<file path="src/rtl/receive_slot_scheduler.sv">
// ---------------------------------------------------------------------------
// ReceiveSlotScheduler (module receive_slot_scheduler)
//
// Purpose:
//   Owns the lifecycle of the receive queue slots of one RGMII port.
//   Each slot moves FREE -> FILLING -> READY -> DRAINING -> FREE.
//   The scheduler grants one FREE slot at a time to the packet parser for
//   writing, and retires that slot on the parser's good/bad pulse.
//   It offers READY slots to the switch fabric one at a time with
//   round-robin fairness, and frees slots when the fabric releases them.
//   All logic lives in the parser clock domain.
//
// Parameters:
//   RECEIVE_QUE_SLOTS   number of receive slots (1..16)
//   SLOT_INDEX_WIDTH    derived index width, max(1, clog2(slots))
//
// Ports:
//   clock                 sole clock, rising edge
//   reset                 synchronous active-high reset
//   enable                permits allocation of new slots to the parser
//   good_packet[N]        per-slot pulse: frame finished with good CRC
//   bad_packet[N]         per-slot pulse: frame finished with an error
//   recieve_slot_enable   one-hot (or zero) slot currently being written
//   slot_valid            a READY slot is offered to the fabric
//   slot_index            index of the offered slot
//   slot_ready            fabric accepts the offered slot
//   slot_release          pulse: fabric finished reading release_index
//   release_index         slot being released
//   no_slot_available     enabled, but nothing FILLING and nothing FREE
//   release_error         sticky flag for an illegal release
//   good_packet_count     saturating count of accepted good packets
//   dropped_packet_count  saturating count of discarded bad packets
// ---------------------------------------------------------------------------
module receive_slot_scheduler #(
    parameter int RECEIVE_QUE_SLOTS = 4,
    localparam int SLOT_INDEX_WIDTH =
        (RECEIVE_QUE_SLOTS > 1) ? $clog2(RECEIVE_QUE_SLOTS) : 1
) (
    input  logic                         clock,
    input  logic                         reset,
    input  logic                         enable,
    input  logic [RECEIVE_QUE_SLOTS-1:0] good_packet,
    input  logic [RECEIVE_QUE_SLOTS-1:0] bad_packet,
    output logic [RECEIVE_QUE_SLOTS-1:0] recieve_slot_enable,
    output logic                         slot_valid,
    output logic [SLOT_INDEX_WIDTH-1:0]  slot_index,
    input  logic                         slot_ready,
    input  logic                         slot_release,
    input  logic [SLOT_INDEX_WIDTH-1:0]  release_index,
    output logic                         no_slot_available,
    output logic                         release_error,
    output logic [15:0]                  good_packet_count,
    output logic [15:0]                  dropped_packet_count
);

    localparam int N  = RECEIVE_QUE_SLOTS;
    localparam int IW = SLOT_INDEX_WIDTH;

    typedef enum logic [1:0] {
        SLOT_FREE     = 2'd0,
        SLOT_FILLING  = 2'd1,
        SLOT_READY    = 2'd2,
        SLOT_DRAINING = 2'd3
    } slotState_e;

    slotState_e        slotState_q [N];
    slotState_e        slotState_d [N];

    logic [IW-1:0]     allocPointer_q, allocPointer_d;
    logic [IW-1:0]     grantPointer_q, grantPointer_d;
    logic [IW-1:0]     slotIndex_q,    slotIndex_d;
    logic              slotValid_q,    slotValid_d;
    logic              releaseError_q, releaseError_d;
    logic              noSlot_q,       noSlot_d;
    logic [N-1:0]      rxEnable_q,     rxEnable_d;
    logic [15:0]       goodCount_q;
    logic [15:0]       dropCount_q;

    logic [N-1:0]      freeMask;
    logic [N-1:0]      readyMask;
    logic [N-1:0]      fillingMask;
    logic [N-1:0]      freeNextMask;
    logic [IW:0]       allocScan;
    logic [IW:0]       readyScan;
    logic              goodInc;
    logic              dropInc;

    // Round-robin search: returns {found, index} of the first set mask bit
    // at or after 'start', wrapping modulo N. Scanning from the far end
    // backwards lets the nearest candidate overwrite the others.
    function automatic logic [IW:0] scanFrom(input logic [IW-1:0] start,
                                             input logic [N-1:0]  mask);
        logic [IW:0] result;
        int          idx;
        result = '0;
        for (int k = N - 1; k >= 0; k--) begin
            idx = int'(start) + k;
            if (idx >= N) begin
                idx = idx - N;
            end
            if (mask[idx]) begin
                result = {1'b1, IW'(idx)};
            end
        end
        return result;
    endfunction

    // (index + 1) mod N, valid for any N, not only powers of two.
    function automatic logic [IW-1:0] wrapNext(input logic [IW-1:0] idx);
        int n;
        n = int'(idx) + 1;
        if (n >= N) begin
            n = 0;
        end
        return IW'(n);
    endfunction

    function automatic logic [15:0] satInc(input logic [15:0] value,
                                           input logic        inc);
        return (inc && (value != 16'hFFFF)) ? value + 16'd1 : value;
    endfunction

    // Per-slot classification of the registered state; every decision in
    // this cycle is taken from these, never from the next-state values.
    always_comb begin
        for (int i = 0; i < N; i++) begin
            freeMask[i]    = (slotState_q[i] == SLOT_FREE);
            readyMask[i]   = (slotState_q[i] == SLOT_READY);
            fillingMask[i] = (slotState_q[i] == SLOT_FILLING);
        end
    end

    assign allocScan = scanFrom(allocPointer_q, freeMask);
    assign readyScan = scanFrom(grantPointer_q, readyMask);

    // Next-state logic. Completion, allocation, handshake and release each
    // act only on slots in one specific registered state, so they can
    // never target the same slot in the same cycle and are applied
    // independently.
    always_comb begin
        for (int i = 0; i < N; i++) begin
            slotState_d[i] = slotState_q[i];
        end
        allocPointer_d = allocPointer_q;
        grantPointer_d = grantPointer_q;
        slotValid_d    = slotValid_q;
        slotIndex_d    = slotIndex_q;
        releaseError_d = releaseError_q;
        goodInc        = 1'b0;
        dropInc        = 1'b0;

        // A bad pulse overrides a simultaneous good pulse for the same slot.
        for (int i = 0; i < N; i++) begin
            if (slotState_q[i] == SLOT_FILLING) begin
                if (bad_packet[i]) begin
                    slotState_d[i] = SLOT_FREE;
                    dropInc        = 1'b1;
                end else if (good_packet[i]) begin
                    slotState_d[i] = SLOT_READY;
                    goodInc        = 1'b1;
                end
            end
        end

        // Only one slot may be FILLING, so a new grant waits until the
        // previous one has retired in an earlier cycle.
        if (enable && !(|fillingMask) && allocScan[IW]) begin
            for (int i = 0; i < N; i++) begin
                if (allocScan[IW-1:0] == IW'(i)) begin
                    slotState_d[i] = SLOT_FILLING;
                end
            end
            allocPointer_d = wrapNext(allocScan[IW-1:0]);
        end

        // An offer is held until accepted; after acceptance the valid
        // drops for one cycle before the next search runs.
        if (slotValid_q) begin
            if (slot_ready) begin
                for (int i = 0; i < N; i++) begin
                    if (slotIndex_q == IW'(i)) begin
                        slotState_d[i] = SLOT_DRAINING;
                    end
                end
                grantPointer_d = wrapNext(slotIndex_q);
                slotValid_d    = 1'b0;
            end
        end else if (readyScan[IW]) begin
            slotValid_d = 1'b1;
            slotIndex_d = readyScan[IW-1:0];
        end

        // A release is only legal for a slot already DRAINING; a slot being
        // handed over in this same cycle is still READY and is rejected.
        if (slot_release) begin
            if (int'(release_index) >= N) begin
                releaseError_d = 1'b1;
            end else begin
                for (int i = 0; i < N; i++) begin
                    if (release_index == IW'(i)) begin
                        if (slotState_q[i] == SLOT_DRAINING) begin
                            slotState_d[i] = SLOT_FREE;
                        end else begin
                            releaseError_d = 1'b1;
                        end
                    end
                end
            end
        end

        // Registered status outputs reflect the state after this edge.
        for (int i = 0; i < N; i++) begin
            rxEnable_d[i]   = (slotState_d[i] == SLOT_FILLING);
            freeNextMask[i] = (slotState_d[i] == SLOT_FREE);
        end
        noSlot_d = enable && !(|rxEnable_d) && !(|freeNextMask);
    end

    // State registers. Counters are recomputed from their own value every
    // cycle so they saturate rather than wrap.
    always_ff @(posedge clock) begin
        if (reset) begin
            for (int i = 0; i < N; i++) begin
                slotState_q[i] <= SLOT_FREE;
            end
            allocPointer_q <= '0;
            grantPointer_q <= '0;
            slotIndex_q    <= '0;
            slotValid_q    <= 1'b0;
            releaseError_q <= 1'b0;
            noSlot_q       <= 1'b0;
            rxEnable_q     <= '0;
            goodCount_q    <= '0;
            dropCount_q    <= '0;
        end else begin
            for (int i = 0; i < N; i++) begin
                slotState_q[i] <= slotState_d[i];
            end
            allocPointer_q <= allocPointer_d;
            grantPointer_q <= grantPointer_d;
            slotIndex_q    <= slotIndex_d;
            slotValid_q    <= slotValid_d;
            releaseError_q <= releaseError_d;
            noSlot_q       <= noSlot_d;
            rxEnable_q     <= rxEnable_d;
            goodCount_q    <= satInc(goodCount_q, goodInc);
            dropCount_q    <= satInc(dropCount_q, dropInc);
        end
    end

    assign recieve_slot_enable  = rxEnable_q;
    assign slot_valid           = slotValid_q;
    assign slot_index           = slotIndex_q;
    assign no_slot_available    = noSlot_q;
    assign release_error        = releaseError_q;
    assign good_packet_count    = goodCount_q;
    assign dropped_packet_count = dropCount_q;

endmodule
</file>
<file path="config.mk">
export PLATFORM = sky130hd
export DESIGN_NAME = receive_slot_scheduler
export DESIGN_NICKNAME = d
export VERILOG_FILES = /design/src/rtl/receive_slot_scheduler.sv
export SDC_FILE = /design/constraint.sdc
export NUM_CORES = 1
export LEC_CHECK = 0
export CORE_ASPECT_RATIO = 0.75
export CORE_MARGIN = 1.5
export CORE_UTILIZATION = 47
export DETAILED_ROUTE_END_ITERATION = 10
export PLACE_DENSITY = 0.77
export SETUP_SLACK_MARGIN = 0.02
export SYNTH_ARGS = -nofsm -noshare
export SYNTH_HDL_FRONTEND = slang
export SYNTH_SLANG_ARGS = --single-unit
</file>
<file path="constraint.sdc">
create_clock -name clock -period 2.4 [get_ports clock]
set_clock_uncertainty 0.15 [all_clocks]
set_input_delay 0.24 -clock clock [delete_from_list [all_inputs] [get_ports clock]]
set_output_delay 0.24 -clock clock [all_outputs]
set_load 0.01 [all_outputs]
</file>
==> results.yml <==
critical_path:
  cp_slowest_cell: "dfxtp_1"
  critical-path-max-stage-delay_ns: 0.40
  crit_required_ns: 2.50
  r2r_end: "no_slot_available$_SDFF_PP0_"
  cp-start-kind: "register"
  r2r_start: "allocPointer_q[1]$_SDFFE_PP0N_"
  crit_arrival_ns: 2.40
  cp_cell_sequence: "a21o_1 -> nand2_1 -> a21oi_1 -> or2_2 -> ha_1 -> a22o_1 -> a2111oi_2 -> and4b_1"
  cp-end-kind: "register"
  path_class: "reg -> reg"
  reg2reg_depth: 8
  cp_max_fo: 7
  reg2reg_slack_ns: 0.11
logic_synthesis:
  synth_nets: 383
  synth.avg_cell_area_um2: 8.41
  async_flop_share_pct: 0
  yosysWarnings: 0
  synthCells: 358
  synth_ff_type: "dfxtp_1"
  syn_area_mm2: 0.00301
  synth_cell_type_count: 61
  yosys_register_bits: 53
  ys_seq_area_share_pct: 35.2
  synth-edff-count: 0
floorplanning:
  fp-row-count: 25
  die_area_mm2: 0.00690
  initial_core_util_pct: 48.1
  ioPinCount: 56
  die_w_um: 95.4
  core_mm2: 0.00626
  die_h_um: 72.3
pwr:
  ir_drop_mv: 0.455
  clkPwrFrac_pct: 24.1
  leakage_uw: 0.00140
  p_total_uw: 2650
  p_comb_share_pct: 37.0
  pwr-share-seq_pct: 38.9
  p_int_uw: 1740
  switchingPower_uw: 912
  power.density_mw_per_mm2: 686
  swShare_pct: 34.4
timing:
  relSlewSlack_pct: 62.4
  worst_pin_slew_ns: 0.550
  setup_viol: 0
  rsz0062_at_grt: "yes"
  finalWorstPathRequiredPeriod_ns: 2.29
  slew_violations: 0
  fmax_mhz: 436
  finalCritPeriodShare_pct: 95.6
  worst_hold_slack_ns: 0.338
  hold_viol: 0
layout:
  syn2layout_area_growth_pct: 28.5
  final_common_cell: "clkdlybuf4s50_1"
  fin_nets: 450
  antenna_cells: 0
  final_cell_mix: "clkdlybuf4s50_1 (55), dfxtp_1 (52), nor2_1 (47), a21oi_1 (24), nand2_1 (23)"
  drive_above_1_share_pct: 12.2
clocking:
  tritoncts: "yes"
  root_buffer: "clkbuf_8"
  cts_buffers: 5
  hold_buffers: 0
  cts.sinks: 53
  clock_latency_ns: 0.30
  clk_pin_slew_ns: 0.10
  htreeDepth: 2
  cts_max_path_buffers: 2
min_path:
  whs_path_depth: 2
  hold_path_startpoint: "release_error$_SDFFE_PP0P_"
  hold_end: "release_error$_SDFFE_PP0P_"
  hold_class: "reg -> reg"
run:
  cap_violations: 0
global_routing:
  grt_max_degree: 47
  grt_use_total_pct: 22.5
  grt.overflow.total: 0
  antenna_found_initial: 0
  grt_pass1_wl_mm: 12.3
  grt_pass1_vias: 2597
placement:
  portBuffers: 55
  dp_hpwl_mm: 5.43
  gp_congestion: 0.877
route:
  ant_nets: 0
  wirelength_mm: 7.51
  dr.pass1.iters: 5
  drtIter0Drc: 182
  routed_via_density: 5.79
  num_vias: 2938
  routedWlPerCell_um: 14.8
  drc: 0
run_status:
  outcome: "complete, no violations"
## cell usage after synthesis, types with 3 or more instances
cell	instances	area share, %
o2111ai_1	4	1.2
o21ai_0	17	2.8
ha_1	10	4.2
nand2b_1	3	0.62
mux2i_1	4	1.3
or4_1	6	1.5
buf_2	5	0.83
o31ai_1	6	1.5
nor4_1	4	0.83
nand4_1	9	1.9
clkbuf_1	5	0.62
a21oi_1	24	4.0
nor2_1	48	6.0
mux2_2	3	1.1
o211ai_1	4	1.0
nand2_1	23	2.9
and3_1	7	1.5
nor2b_1	11	2.3
nor3_1	7	1.2
or3_1	9	1.9
and2_1	3	0.62
o21bai_1	3	0.75
nand3_1	5	0.83
dfxtp_1	53	35
xor2_1	13	3.8
nand3b_1	6	1.5
a31oi_1	6	1.2
inv_1	12	1.5
## worst max path at each step
stage	from	end	slack (ns)	cells past startpoint
4_1_cts	slotState_q[0][0]$_SDFF_PP0_	no_slot_available$_SDFF_PP0_	0.06	11
2_1_floorplan	slotState_q[0][1]$_SDFF_PP0_	no_slot_available$_SDFF_PP0_	0.09	10
3_5_place_dp	good_packet[0]	good_packet_count[14]$_SDFFE_PP0P_	-0.03	6
3_3_place_gp	good_packet[0]	good_packet_count[14]$_SDFFE_PP0P_	-0.05	6
5_1_grt	slotState_q[0][0]$_SDFF_PP0_	no_slot_available$_SDFF_PP0_	-0.03	9
6_report	allocPointer_q[1]$_SDFFE_PP0N_	no_slot_available$_SDFF_PP0_	0.11	8
## repair_timing
action,4_1_cts,5_1_grt
gates resized for setup,0,5
setup buffers,0,0
endpoints found under the setup margin,0,4
## state kept, by name, summed over array words and instances (netlist names)
signal	count
good_packet_count	16
recieve_slot_enable	4
dropped_packet_count	16
grantPointer_q	2
no_slot_available	1
slot_valid	1
allocPointer_q	2
slotState_q	8
slot_index	2
release_error	1
## kinds of logic after synthesis
group	share of synthesized area, %
XOR/XNOR	3.78
buffers and inverters	4.20
adder cells (fa/ha/maj)	4.16
multiplexers	2.45
AO/OA/AOI/OAI	20.6
AND/OR/NAND/NOR	29.6
flip-flops	35.2
## area by class of cell
class	count	area (um2)
timing repair buffer	75	701
fill	550	2390
multi-input combinational	278	1840
clock buffer	7	86.3
tap	81	101
inverter	12	45.0
sequential	53	1060
clock inverter	1	30.0
## metal layers
layer / track usage [%] / share of wire (%)
met5: 0 / 0
met4: 5.88 / 1.7
met3: 5.14 / 6.6
met2: 33.1 / 43
met1: 33.1 / 49
## power groups by stage
stage	sequential, uW	combinational (uW)	clock [uW]
finish	1030	981	640
global route	1040	1080	692
CTS	1030	957	649
detailed placement	1040	949	0
global placement	1040	929	0
floorplan	1060	638	0
## per-stage QoR
stage / cell area, um2 / setup TNS, ns / utilization, % / setup WS, ns / instances
after floorplan: 3010 / 0 / - / 0.0865 / 358
after global placement: 3730 / -0.0480 / 59.6 / -0.0480 / 499
after detailed placement: 3730 / -0.0365 / 59.6 / -0.0314 / 499
after CTS: 3850 / 0 / 61.5 / 0.0631 / 507
after global routing: 3870 / -0.0334 / 61.8 / -0.0328 / 507
final: 3870 / 0 / 61.8 / 0.107 / 507
## worst max-delay path: cells and delay by family (launching register included)
| kind | cells | cell delay [ns] |
|---|---|---|
| AOI/OAI and AO/OA | 4 | 0.87 |
| and+or+nand+nor | 3 | 0.61 |
| adders and majority gates | 1 | 0.23 |
| DFF | 1 | 0.40 |
Note: power is estimated with default switching activity, not from simulation.
==> variant 1, RTL diff (same settings) <==
Change the parameter `RECEIVE_QUE_SLOTS` from 4 to 2.
--- a/src/rtl/receive_slot_scheduler.sv
+++ b/src/rtl/receive_slot_scheduler.sv
@@ -34,3 +34,3 @@
 module receive_slot_scheduler #(
-    parameter int RECEIVE_QUE_SLOTS = 4,
+    parameter int RECEIVE_QUE_SLOTS = 2,
     localparam int SLOT_INDEX_WIDTH =
Interface: changed (5 resized); port bits go from 56 to 48. No check against the original RTL was run, so the function may have changed too.
==> variant 1 against the original RTL <==
- wire length is 27% lower
- core utilization is 1.7 points higher
- maximum frequency is 9.2% higher
- sequential cell count is 9 lower
- final area is 25% lower
- setup slack better by 0.19 ns
- synthesized area is 25% lower
- critical endpoint is now good_packet_count[14]$_SDFFE_PP0P_
Power is not compared: it rests on default switching activity, and its combinational part moved more than twofold at a synthesized area within 25%.
==> variant 1: results (changes against the original RTL) <==
| Metric | Value |
|---|---|
| Clock edge transition at the registers on the reported setup and hold paths | `0.08 ns (-0.02 ns)` |
| Antenna violations before repair | `0 (unchanged)` |
| Worst min-delay path category | `register to register` |
| Vias in the first global route | `1,996 (-23%)` |
| Synth Area in Compound Gates | `23.12% (+2.5 points)` |
| Crit-path slowest cell | `or4b_1` |
| Arr. time, crit path | `2.19 ns (-0.21 ns)` |
| Syn Nets | `275 (-28%)` |
| WL per Instance | `14.88 µm (+0.49%)` |
| H-tree depth | `2 (unchanged)` |
| Cell type with the largest total area after synthesis | `dfxtp_1` |
| Post-Synth Adder-Cell Area | `1.104% (-3.1 points)` |
| Hpwl dp | `3.831 mm (-30%)` |
| Dpl ws | `0.05145 ns (+0.08284 ns)` |
| Synth area leaders | `dfxtp_1, a21oi_1, o31ai_1, or4_1, nor2_1` |
| Rel. slew slack | `55.25% (-7.2 points)` |
| CTS Buf Count | `5 (unchanged)` |
| GP Congestion | `0.8371 (-4.5%)` |
| Largest stage delay, worst path | `0.60 ns (+0.20 ns)` |
| Antenna diodes | `0 (unchanged)` |
| Crit path max-delay family | `simple AND/OR/NAND/NOR gates` |
| Largest net degree at the start of global routing | `30 (-36%)` |
| Total GRT Usage | `22.00% (-0.49 points)` |
| Drt via density | `6.149 (+6.1%)` |
| Layout cells sized above 1 | `8.333% (-3.9 points)` |
| Sequential fraction of the synthesis area | `38.85% (+3.6 points)` |
| Leakage power | `just over 0.9 nW` |
| Post-Synth XOR/XNOR Area | `0% (-3.8 points)` |
| # resized after CTS | `0 (unchanged)` |
| Worst-skew pair later-pin latency | `0.30 ns (about the same)` |
| Max VDD drop | `296.2 µV` |
| Slew Viols, Final | `0 (unchanged)` |
| Multiplexer share of the synthesized area | `1.987% (-0.47 points)` |
| Root Buffer | `clkbuf_8` |
| Status | `completed` |
| Most instantiated cells after synthesis | `dfxtp_1, a21oi_1, nor2_1, o31ai_1, or4_1` |
| Count of cell types in the netlist | `54 (-11%)` |
| Crit Path Max Fanout | `12 (+5)` |
| Hold buffers post-CTS | `0 (unchanged)` |
| Top-area cell type share of the netlist area | `38.85% (+3.6 points)` |
| Ys Warns | `0 (unchanged)` |
| Clock buffer depth | `2 (unchanged)` |
| Async S/R FF share, synth | `0% (unchanged)` |
| Global-route wire length before repair | `9.321 mm (-24%)` |
| Nets | `323 (-28%)` |
| Post-CTS setup repair buffer count | `0 (unchanged)` |
| Fillers | `392 (-29%)` |
| Number of port buffers | `47 (-15%)` |
| DR iter-0 viols | `101 (-45%)` |
| First drt pass iteration count | `5 (unchanged)` |
-- variant 1: cell types whose count changed after synthesis, moves of 9 or more --
cell / unedited run / this run
nor2_1: 48 / 17
xor2_1: 13 / 0
o31ai_1: 6 / 16
dfxtp_1: 53 / 44
nand2_1: 23 / 14
or4_1: 6 / 15
-- variant 1: kinds of logic after synthesis --
logic type      count (synthesis)
compound gates                 78
fa+ha+maj                       2
buf+inv                        26
mux                             4
simple gates                  109
flops                          44
-- variant 1: through the flow --
| step | cells | util (%) | power [mW] | hold slack (ns) | area, µm² |
|---|---|---|---|---|---|
| 2_1_floorplan | 263 | - | 0.8715 | 0.2070 | 2267 |
| 6_report | 369 | 63.56 | 1.393 | 0.3095 | 2889 |
| 3_5_place_dp | 361 | 61.57 | 0.9293 | 0.2980 | 2799 |
| 3_3_place_gp | 361 | 61.57 | 0.9272 | 0.2902 | 2799 |
| 4_1_cts | 369 | 63.56 | 1.407 | 0.3088 | 2889 |
| 5_1_grt | 369 | 63.56 | 1.467 | 0.3244 | 2889 |
-- variant 1: final timing paths --
| path | from | end | slack [ns] | cells past startpoint |
|---|---|---|---|---|
| worst max-delay path | slotState_q[0][2]$_SDFF_PP0_ | good_packet_count[14]$_SDFFE_PP0P_ | 0.30 | 4 |
| worst min-delay path | grantPointer_q$_SDFFE_PP0P_ | grantPointer_q$_SDFFE_PP0P_ | 0.31 | 2 |
| worst max register to register | slotState_q[0][2]$_SDFF_PP0_ | good_packet_count[14]$_SDFFE_PP0P_ | 0.30 | 4 |
| worst min register to register | grantPointer_q$_SDFFE_PP0P_ | grantPointer_q$_SDFFE_PP0P_ | 0.31 | 2 |
-- variant 1: final cells by class --
| type | count | area, µm² | area share [%] |
|---|---|---|---|
| multi-input cells | 193 | 1266 | 43.83 |
| flip-flops and latches | 44 | 880.8 | 30.49 |
| repair buffers | 53 | 528.0 | 18.28 |
| clock buffers | 8 | 90.09 | 3.118 |
| well taps | 57 | 71.32 | 2.469 |
| inverters | 14 | 52.55 | 1.819 |
-- variant 1: per-layer routing --
metal | part of all wire, % | vias to the layer above | global-route usage [%] | wire length (µm)
li1 | - | 1117 | - | -
met1 | 48 | 1072 | 30.37 | 2646
met2 | 44 | 72 | 33.33 | 2394
met3 | 6.9 | 8 | 6.422 | 381
met4 | 1.2 | 0 | 6.667 | 67
met5 | 0 | - | 0 | 0
-- variant 1: report_power, final --
group	internal, mW	switching [mW]
clock network	0.235	0.246
registers	0.751	0.0273
logic	0.0679	0.0669
total	1.05	0.340
-- variant 1: worst register-to-register path: stages, from the launching register on --
cell	delay, ns
dfxtp_1	0.50
and4bb_2	0.34
o2111ai_2	0.29
or4b_1	0.60
a21oi_1	0.15
==> variant 2, RTL diff (same settings) <==
Made on the original files. Reset style: asynchronous (`reset`), changed in one clocked block. Comments in the files are not updated.
--- a/src/rtl/receive_slot_scheduler.sv
+++ b/src/rtl/receive_slot_scheduler.sv
@@ -220,3 +220,3 @@
     // cycle so they saturate rather than wrap.
-    always_ff @(posedge clock) begin
+    always_ff @(posedge clock or posedge reset) begin
         if (reset) begin
Formal check against the unedited RTL: differs if reset is asserted again (counterexample within 4 cycles, from zero or initial values and one cycle with reset high); with reset held inactive, the same outputs for 4 cycles.
==> variant 2 against the original RTL <==
- critical path type unchanged
- the flow now finishes with violations (setup timing)
- final area grew 5.2%
- sequential cell count is the same
- setup slack lost 0.20 ns
- wire length grew 0.49%
- worst hold slack lost 0.20 ns
- global-route usage shrank 0.13 points
- synthesized area shrank 4.9%
Power is not compared: it rests on default switching activity, and its combinational part moved more than twofold at a synthesized area within 25%.
==> variant 2: results (changes against the original RTL) <==
| Metric | Value |
|---|---|
| Comb pwr | `2.83 mW` |
| R2r startpoint | `slotState_q[7]$_DFF_PP0_` |
| Failing checks | `setup timing` |
| Largest net degree at the start of global routing | `25 (-47%)` |
| # setup viols final | `2 (+2)` |
| Detail Route met3 WL | `376 µm (-24%)` |
| Global-route wire length before repair | `11.40 mm (-7.2%)` |
| Nets | `410 (-8.9%)` |
| Core area | `5856 µm² (-6.4%)` |
| Total GRT Usage | `22.36% (-0.13 points)` |
| DP Cell Count | `444 (-11%)` |
| DR iter-0 viols | `179 (-1.6%)` |
| Synth Area in Compound Gates | `12.06% (-8.6 points)` |
| Routing usage on met2 | `34.39% (+1.3 points)` |
| R2R Path End | `recieve_slot_enable[1]$_DFF_PP0_` |
| Crit path max-delay family | `simple AND/OR/NAND/NOR gates` |
| Crit-path slowest cell | `dfrtp_1` |
| Dpl ws | `-0.2087 ns (-0.1773 ns)` |
| DR WL met2 | `3.560 mm (+11%)` |
| Detailed Route WL | `7.542 mm (+0.49%)` |
| Post-Synth Adder-Cell Area | `4.371% (+0.21 points)` |
| GR Layer Usage met1 | `32.82% (-0.23 points)` |
| Largest stage delay, worst path | `0.42 ns (+0.02 ns)` |
| # resized after CTS | `15 (+15)` |
| GP Congestion | `0.9055 (+3.3%)` |
| Min Hold Slack | `0.1407 ns (-0.1972 ns)` |
| Syn Nets | `312 (-19%)` |
| Synth area leaders | `dfrtp_1, xnor2_1, ha_1, nor2_1, nand2_1` |
| Count of cell types in the netlist | `45 (-26%)` |
| Layout cells sized above 1 | `22.60% (+10 points)` |
| Multiplexer share of the synthesized area | `3.103% (+0.65 points)` |
| Setup_tns | `-0.1051 ns (-0.1051 ns)` |
| Status | `complete, but fails checks` |
| Fillers | `430 (-22%)` |
| Rel. slew slack | `64.68% (+2.3 points)` |
| Crit Path Max Fanout | `4 (-3)` |
| Metal-1 WL | `3.468 mm (-5.3%)` |
| Top-area cell type share of the netlist area | `46.33% (+11 points)` |
| Arr. time, crit path | `2.54 ns (+0.14 ns)` |
| Post-synth top flop | `dfrtp_1` |
| Sequential fraction of the synthesis area | `46.33% (+11 points)` |
| Via count | `2,537 (-14%)` |
| Mean Syn Cell Area | `9.975 µm² (+19%)` |
| Placement-stage cell area | `3705 µm² (-0.70%)` |
| Met3 usage | `4.731% (-0.41 points)` |
| Vias in the first global route | `2,326 (-10%)` |
| Async S/R FF share, synth | `100.0% (+100 points)` |
| First drt pass iteration count | `4 (-1)` |
| Most instantiated cells after synthesis | `dfrtp_1, nor2_1, nand2_1, xnor2_1, nand3_1` |
| Post-CTS setup repair buffer count | `8 (+8)` |
| Final Non-Filler Cells | `463 (-8.7%)` |
| Hpwl dp | `5.323 mm (-2.1%)` |
| Final worst setup slack | `-0.09213 ns (-0.1988 ns)` |
| R2R depth | `10 (+2)` |
-- variant 2: cell types whose count changed after synthesis, moves of 5 or more --
cell      unedited run  this run
nor2_1              48        28
nand3_1              5        17
o31ai_1              6         0
xor2_1              13         7
xnor2_1              0        22
dfrtp_1              0        53
or4_1                6         0
dfxtp_1             53         0
buf_2                5         0
a21oi_1             24        13
o21ai_0             17        10
or3_1                9         0
and3b_1              1         8
nand3b_1             6         0
-- variant 2: final cells by class --
type | instances | area (µm²) | share of cell area, %
flip-flops and latches | 53 | 1329 | 32.67
clock inverters | 1 | 7.507 | 0.1846
clock buffers | 6 | 82.58 | 2.030
multi-input cells | 218 | 1640 | 40.33
inverters | 12 | 45.04 | 1.107
well taps | 78 | 97.59 | 2.399
repair buffers | 95 | 865.8 | 21.29
